==> config.mk <==
export PLATFORM = sky130hd
export DESIGN_NAME = example_adder_flat
export DESIGN_NICKNAME = d
export VERILOG_FILES = /design/src/rtl/example_adder_pkg.sv /design/src/rtl/design_v.sv /design/src/rtl/example_adder_ripple_carry_adder.sv /design/src/rtl/example_adder.sv /design/src/flat_wrapper.sv
export SDC_FILE = /design/constraint.sdc
export NUM_CORES = 1
export LEC_CHECK = 0
export ABC_AREA = 1
export BUFFER_PORTS_ARGS = -buffer_cell sky130_fd_sc_hd__buf_2
export CORE_MARGIN = 10
export CORE_UTILIZATION = 43
export CTS_CLUSTER_SIZE = 28
export DETAILED_ROUTE_END_ITERATION = 6
export PLACE_DENSITY = 0.75
export SLEW_MARGIN = 20
export SYNTH_ARGS = -nofsm -noshare
export SYNTH_HDL_FRONTEND = slang
export SYNTH_SLANG_ARGS = --single-unit
==> constraint.sdc <==
create_clock -name pins_clk -period 0.9 [get_ports pins_clk]
set_input_delay 0.045 -clock pins_clk [delete_from_list [all_inputs] [get_ports pins_clk]]
set_output_delay 0.045 -clock pins_clk [all_outputs]
set_load 0.005 [all_outputs]
==> src/rtl/example_adder_pkg.sv <==
// example_adder_pkg: shared width, operand/result types and a reference add
// used by the behavioural datapath of example_adder.
package example_adder_pkg;

  localparam int unsigned DATA_W = 8;

  typedef logic [DATA_W-1:0] data_t;

  typedef struct packed {
    logic  carry;
    data_t sum;
  } add_res_t;

  // Full-width add: sum is modulo 2^DATA_W, overflow lands in carry.
  function automatic add_res_t add_full(input data_t a, input data_t b);
    logic [DATA_W:0] wide;
    add_res_t        res;
    wide      = {1'b0, a} + {1'b0, b};
    res.carry = wide[DATA_W];
    res.sum   = wide[DATA_W-1:0];
    return res;
  endfunction

endpackage

==> src/rtl/design_v.sv <==
// design_v: connection bundle for example_adder (clock, active-low reset,
// operands and registered result).
interface design_v;
  import example_adder_pkg::*;

  logic  clk;
  logic  rst;
  data_t adder_example_a_in;
  data_t adder_example_b_in;
  data_t adder_example_sum_out;
  logic  adder_example_carry_out;
  logic  adder_example_valid_out;

  modport dut (
    input  clk,
    input  rst,
    input  adder_example_a_in,
    input  adder_example_b_in,
    output adder_example_sum_out,
    output adder_example_carry_out,
    output adder_example_valid_out
  );

  modport tb (
    output clk,
    output rst,
    output adder_example_a_in,
    output adder_example_b_in,
    input  adder_example_sum_out,
    input  adder_example_carry_out,
    input  adder_example_valid_out
  );

endinterface

==> src/rtl/example_adder_ripple_carry_adder.sv <==
// ripple_carry_adder: purely combinational WIDTH-bit ripple-carry adder
// built from per-bit full-adder equations.
module ripple_carry_adder #(
  parameter int unsigned WIDTH = 8
) (
  input  logic [WIDTH-1:0] a,
  input  logic [WIDTH-1:0] b,
  input  logic             cin,
  output logic [WIDTH-1:0] sum,
  output logic             cout
);

  // Carry is carried in a scalar through the loop so the chain is a single
  // ordered evaluation rather than a self-referencing vector.
  always_comb begin
    logic carry;
    sum   = '0;
    carry = cin;
    for (int unsigned i = 0; i < WIDTH; i++) begin
      sum[i] = a[i] ^ b[i] ^ carry;
      carry  = (a[i] & b[i]) | (carry & (a[i] ^ b[i]));
    end
    cout = carry;
  end

endmodule

==> src/rtl/example_adder.sv <==
// example_adder: registered unsigned adder behind the design_v interface.
// RIPPLE=1 uses ripple_carry_adder, RIPPLE=0 a behavioural add; results match.
// Optional macro ADDER_EXAMPLE_SAT_EN: saturate the sum to all-ones on carry.
module example_adder #(
  parameter int unsigned DATA_W = example_adder_pkg::DATA_W,
  parameter int unsigned RIPPLE = 1
) (
  design_v.dut pins
);
  import example_adder_pkg::*;

  logic [DATA_W-1:0] raw_sum;
  logic              raw_carry;
  logic [DATA_W-1:0] next_sum;
  logic [DATA_W-1:0] sum_q;
  logic              carry_q;
  logic [1:0]        rel_sync;

  generate
    if (RIPPLE == 1) begin : g_ripple
      ripple_carry_adder #(
        .WIDTH(DATA_W)
      ) u_rca (
        .a   (pins.adder_example_a_in),
        .b   (pins.adder_example_b_in),
        .cin (1'b0),
        .sum (raw_sum),
        .cout(raw_carry)
      );
    end else begin : g_behav
      add_res_t res;
      // Behavioural add through the package reference function.
      always_comb begin
        res = add_full(pins.adder_example_a_in, pins.adder_example_b_in);
      end
      assign raw_sum   = res.sum;
      assign raw_carry = res.carry;
    end
  endgenerate

  // Select the value presented to the sum register.
  always_comb begin
    next_sum = raw_sum;
`ifdef ADDER_EXAMPLE_SAT_EN
    if (raw_carry) begin
      next_sum = '1;
    end
`endif
  end

  // Reset release synchroniser: asserts immediately, releases after two edges.
  // Its second stage doubles as the valid flag.
  always_ff @(posedge pins.clk or negedge pins.rst) begin
    if (!pins.rst) begin
      rel_sync <= '0;
    end else begin
      rel_sync <= {rel_sync[0], 1'b1};
    end
  end

  // Result registers: load on the same edge the valid stage rises, so the
  // first valid result comes from inputs sampled on that edge.
  always_ff @(posedge pins.clk or negedge pins.rst) begin
    if (!pins.rst) begin
      sum_q   <= '0;
      carry_q <= 1'b0;
    end else if (rel_sync[0]) begin
      sum_q   <= next_sum;
      carry_q <= raw_carry;
    end
  end

  assign pins.adder_example_sum_out   = sum_q;
  assign pins.adder_example_carry_out = carry_q;
  assign pins.adder_example_valid_out = rel_sync[1];

endmodule

==> src/flat_wrapper.sv <==
// flat-port wrapper written by rule: the top's interface ports become plain ports
module example_adder_flat import example_adder_pkg::*;
#(
  parameter int unsigned DATA_W = example_adder_pkg::DATA_W,
  parameter int unsigned RIPPLE = 1
)
  (pins_clk, pins_rst, pins_adder_example_a_in, pins_adder_example_b_in, pins_adder_example_sum_out, pins_adder_example_carry_out, pins_adder_example_valid_out);
  design_v pins_i ();
  input wire logic [$bits(pins_i.clk)-1:0] pins_clk;
  input wire logic [$bits(pins_i.rst)-1:0] pins_rst;
  input wire logic [$bits(pins_i.adder_example_a_in)-1:0] pins_adder_example_a_in;
  input wire logic [$bits(pins_i.adder_example_b_in)-1:0] pins_adder_example_b_in;
  output wire logic [$bits(pins_i.adder_example_sum_out)-1:0] pins_adder_example_sum_out;
  output wire logic [$bits(pins_i.adder_example_carry_out)-1:0] pins_adder_example_carry_out;
  output wire logic [$bits(pins_i.adder_example_valid_out)-1:0] pins_adder_example_valid_out;
  assign pins_i.clk = pins_clk;
  assign pins_i.rst = pins_rst;
  assign pins_i.adder_example_a_in = pins_adder_example_a_in;
  assign pins_i.adder_example_b_in = pins_adder_example_b_in;
  assign pins_adder_example_sum_out = pins_i.adder_example_sum_out;
  assign pins_adder_example_carry_out = pins_i.adder_example_carry_out;
  assign pins_adder_example_valid_out = pins_i.adder_example_valid_out;
  example_adder #(.DATA_W(DATA_W), .RIPPLE(RIPPLE)) u_core (.pins(pins_i));
endmodule
# --- Word-level counts from Yosys, hierarchy flattened ---
# Cells that the tools add are included.
word_totals:
  mem_count: 0
  latchBits: 0
  out_inout_bits: 10
  romBits: 0
  ramBits: 0
  wordCells: 40
  regBits: 11
classes:
  n_reduce_logical: 0
  add_sub_neg: 0
  shift: 0
  n_lt_le_gt_ge: 0
  bitwise_logic: 37
  n_mul: 0
  eq_ne: 0
  muxes: 0
  div_mod_pow: 0
op_table:
  columns: ["operator", "count"]
  rows:
  - ["1-bit bitwise AND", 15]
  - ["1-bit XOR", 15]
  - ["1-bit bitwise OR", 7]

# --- Longest topological paths before layout ---
logic_depth:
  word_depth: 15
  ltp_mapped: 14
  ltp_nobuf: 14

# --- By module ---
# From an unflattened synthesis, not the netlist that was laid out.
unflattened:
  hier_cells: 60
  area_unflattened_um2: 596.8
by_module_without_submodules:
  columns: ["module", "area_per_inst_um2", "cells_each", "instances", "seq_area_each_um2"]
  rows:
  - ["example_adder", 399.1, 42, 1, 275.3]
  - ["ripple_carry_adder", 197.7, 18, 1, 0.0]

# --- Least setup slack after synthesis ---
# Ideal clock, no wire load.
synth_path:
  kind: "input port to flip-flop"
  startpoint: "in pins_adder_example_b_in[0]"
  endpoint: "reg u_core.sum_q[7] (netlist: u_core.pins.adder_example_sum_out[7])"
  t_arrival_ns: 2.922
  setup_slack_ns: -2.087
  path_buffers: 0
  stages: 14
  setup_ns: 0.065
  required_ns: 0.835
  cell_sequence: "ha_1 > inv_1 > fa_1 > inv_1 > fa_1 > fa_1 > fa_1 > fa_1 > fa_1 > inv_1 > fa_1 > inv_1 > nand2_1 > nand2_1"
synth_via:
  elab_chain_cells: 14
synth_rtl:
  columns: ["element", "line", "rtl"]
  rows:
  - ["from (decl)", "flat_wrapper.sv:12", "input wire logic [$bits(pins_i.adder_example_b_in)-1:0] pins_adder_example_b_in;"]
  - ["1-bit bitwise AND (2 in a row)", "example_adder_ripple_carry_adder.sv:21", "carry = (a[i] & b[i]) | (carry & (a[i] ^ b[i]));"]
  - ["1-bit bitwise OR", "example_adder_ripple_carry_adder.sv:21", null]
  - ["1-bit bitwise AND", "example_adder_ripple_carry_adder.sv:21", null]
  - ["1-bit bitwise OR", "example_adder_ripple_carry_adder.sv:21", null]
  - ["1-bit bitwise AND", "example_adder_ripple_carry_adder.sv:21", null]
  - ["1-bit bitwise OR", "example_adder_ripple_carry_adder.sv:21", null]
  - ["1-bit bitwise AND", "example_adder_ripple_carry_adder.sv:21", null]
  - ["1-bit bitwise OR", "example_adder_ripple_carry_adder.sv:21", null]
  - ["1-bit bitwise AND", "example_adder_ripple_carry_adder.sv:21", null]
  - ["1-bit bitwise OR", "example_adder_ripple_carry_adder.sv:21", null]
  - ["1-bit bitwise AND", "example_adder_ripple_carry_adder.sv:21", null]
  - ["1-bit bitwise OR", "example_adder_ripple_carry_adder.sv:21", null]
  - ["1-bit XOR", "example_adder_ripple_carry_adder.sv:20", "sum[i] = a[i] ^ b[i] ^ carry;"]
  - ["to (signal assigned)", "example_adder.sv:68", "sum_q <= next_sum;"]
  - ["to (decl)", "example_adder.sv:15", "logic [DATA_W-1:0] sum_q;"]
# Every way passes these cells.
# A chain may end at the register's enable or synchronous reset.

# --- Worst setup path after layout ---
# Same ends and word-level chain as after synthesis.

==> reports/qor.txt <==
Clk_lat worst skew: 0.26 ns
Largest net degree at the start of global routing: 12
Outcome: finished with violations
Reg-to-reg endpoint: u_core.pins.adder_example_sum_out[1]$_DFFE_PN0P_
Worst Slack Setup Final: -1.818 ns
Cell area after synthesis: 585.6 um2
RSZ-0062 raised after global routing: yes
Hold Violations, Final: 0
Die ar.: 3238 um2
CTS tree: yes
Drt first-iter violations: 7
Most frequent CP cell: fa_2
GR Overflow Total: 0
Total of max-cap violations: 0
Tcrit/Tclk final: 301.9%
Peak VDD IR: 0.9907 mV
Hold_sp: pins_adder_example_a_in[0]
Cell total after placement: 101
GRT Total Usage: 7.844%
Sequential power share: 48.0%
Row cnt: 13
Hold Path Depth: 4
Most frequent cells in the layout: 26 x nand2_1, 25 x buf_2, 11 x dfrtp_1
Cells after Synth: 59
Sw power: 348.9 uW
Yosys reg bits: 11
Commonest non-fill, non-tap cell in the layout: nand2_1
Internal power: 899.9 uW
Switch share: 27.94%
YS warnings: 0
CP max stage delay: 0.41 ns
Fillers: 120
Layout Area Growth over Synthesis: 39.53%
Startpoint types: primary input
FF-to-FF path depth: 3
Share of layout cells above drive strength 1: 49.45%
Final wirelength: 1.234 mm
DIE HEIGHT: 56.90 um
Register area share after synthesis: 47.01%
Max Fclk: 368.0 MHz
Via density: 4.321
Syn_nets: 85
Fin nets: 118
Input/output buffers: 27
Core area: 1285 um2
Area of the multi-input gates: 290.3 um2
Crit Path Max Fanout: 1
Clock power share: 25.9%
Kind of path behind the tightest hold check: primary input to flop
Clock slew at reported path FFs: 0.07 ns
RD Place Congestion: 0.6921
Skew final: 0.001584 ns
Failing checks: negative setup slack
Power density cells: 1528 nW/um2
P_leak: 0.0004571 uW
Slowest stage cell on the critical path: fa_2
Root Buffer: clkbuf_4
CP arrival: 2.92 ns
CP Cell Sequence: buf_6 > ha_4 > inv_2 > fa_2 > inv_2 > fa_2 > fa_2 > fa_2 > fa_2 > fa_2 > inv_2 > fa_2 > inv_1 > nand2_1 > nand2_1
Biggest area consumer among synthesized cells: dfrtp_1
DRT antenna net count: 0
Dpl ws: -2.119 ns
Combinational fraction of design power: 26.1%
Area fraction of the dominant cell type after synthesis: 47.01%
Drt drc: 0
Wirelength per Cell: 11.64 um
Reg2Reg Setup Slack: 0.07 ns
FF-to-FF Start: u_core.rel_sync[0]$_DFF_PN0_
Final Setup Violations: 7
Number of global-route vias before repair: 506
Global-route wire length before repair: 2.070 mm
Register area: 275.3 um2
Clk sinks: 11
DPL Wire Length: 1.043 mm
CTS max path bufs: 2
CTS Buf Count: 3
Synth top area cells: dfrtp_1 47%, fa_1 24%, nand2_1 17%, inv_1 6.4%, ha_1 2.1%
Syn avg cell area: 9.925 um2
Crit-path leading delay family: adder cells
CP Capture Type: flop
Antenna fix cells: 0
Max Slew Vio Count: 0
WP buf/inv: 5
Initial antenna violation count: 0
CP Class: primary input to flop
I/O pin cnt: 28
Die X: 56.90 um
Required @ worst endpoint: 1.10 ns
First drt pass iteration count: 4
Starting Density: 45.57%
Hold worst-path end: u_core.pins.adder_example_sum_out[0]$_DFFE_PN0P_
Fin crit period: 2.718 ns
H-tree depth: 1
Fin cells: 106
Fin Setup TNS: -7.282 ns
Synth cell types: 8
Via count of the routed design: 458
[Yosys cell counts]
cell      n
ha_1      1
fa_1      7
dfrtp_1  11
inv_2     1
conb_1    1
buf_6     1
nand2_1  27
inv_1    10
[power groups by stage]
stage | Sequential (uW) | Clock (uW) | Combinational (uW)
CTS | 601 | 330 | 337
detailed placement | 610 | 0 | 324
global placement | 608 | 0 | 312
global route | 610 | 363 | 385
finish | 600 | 323 | 326
floorplan | 616 | 0 | 150
[registers in the layout, indices dropped and copies added, names as in the netlist]
register / cells
u_core.pins.adder_example_sum_out: 8
u_core.pins.adder_example_carry_out: 1
u_core.rel_sync: 2
[worst min-delay path, delay by kind of cell]
kind                       cells  cell delay, ns
adders and majority gates      1            0.11
and+or+nand+nor                2            0.09
buffers and inverters          1            0.07
[repair_timing]
| item | in CTS | in global routing |
|---|---|---|
| pin swaps | 8 | 1 |
| buffers inserted | 0 | 0 |
| endpoints found under the setup margin | 7 | 7 |
| endpoints found under the hold margin | 11 | 0 |
| gates resized for setup | 3 | 1 |
| hold buffers | 1 | 0 |
[kinds of logic after synthesis]
| logic type | share of synthesized area [%] |
|---|---|
| adder cells (fa/ha/maj) | 26.07 |
| other | 0.6404 |
| AND/OR/NAND/NOR | 17.31 |
| flip-flops | 47.01 |
| buffers and inverters | 8.974 |
[per-stage QoR]
stage	power (uW)	instance area, um2	utilization [%]	hold WS, ns
after global placement	920.7	765.7	59.59	-0.08236
after detailed placement	933.8	765.7	59.59	-0.07717
final	1249	817.0	63.58	0.09536
after global routing	1358	817.0	63.58	0.1218
after CTS	1267	814.5	63.39	0.08976
after floorplan	766.1	615.6	-	-0.2506
[worst max-delay path by stage]
stage,from,to,slack (ns),cells after the start
global placement,pins_adder_example_b_in[0],u_core.pins.adder_example_sum_out[7]$_DFFE_PN0P_,-2.10,15
detailed placement,pins_adder_example_b_in[0],u_core.pins.adder_example_sum_out[7]$_DFFE_PN0P_,-2.12,15
CTS,pins_adder_example_b_in[0],u_core.pins.adder_example_sum_out[7]$_DFFE_PN0P_,-1.83,15
finish,pins_adder_example_b_in[0],u_core.pins.adder_example_sum_out[7]$_DFFE_PN0P_,-1.82,15
global route,pins_adder_example_b_in[0],u_core.pins.adder_example_sum_out[7]$_DFFE_PN0P_,-1.89,15
floorplan,pins_adder_example_b_in[0],u_core.pins.adder_example_sum_out[7]$_DFFE_PN0P_,-1.91,14
[cell type report]
type	instances	area share, %
clock buffer	4	3.216
timing repair buffer	29	20.21
inverter	11	5.054
sequential	11	33.69
tap	15	2.297
multi-input combinational	36	35.53
[metal layers]
| layer | share of wire, % | track usage, % |
|---|---|---|
| met5 | 0 | 0 |
| met4 | 0 | 2.013 |
| met3 | 10 | 4.270 |
| met2 | 53 | 14.57 |
| met1 | 36 | 7.179 |
Note: power is estimated with default switching activity, not from simulation.
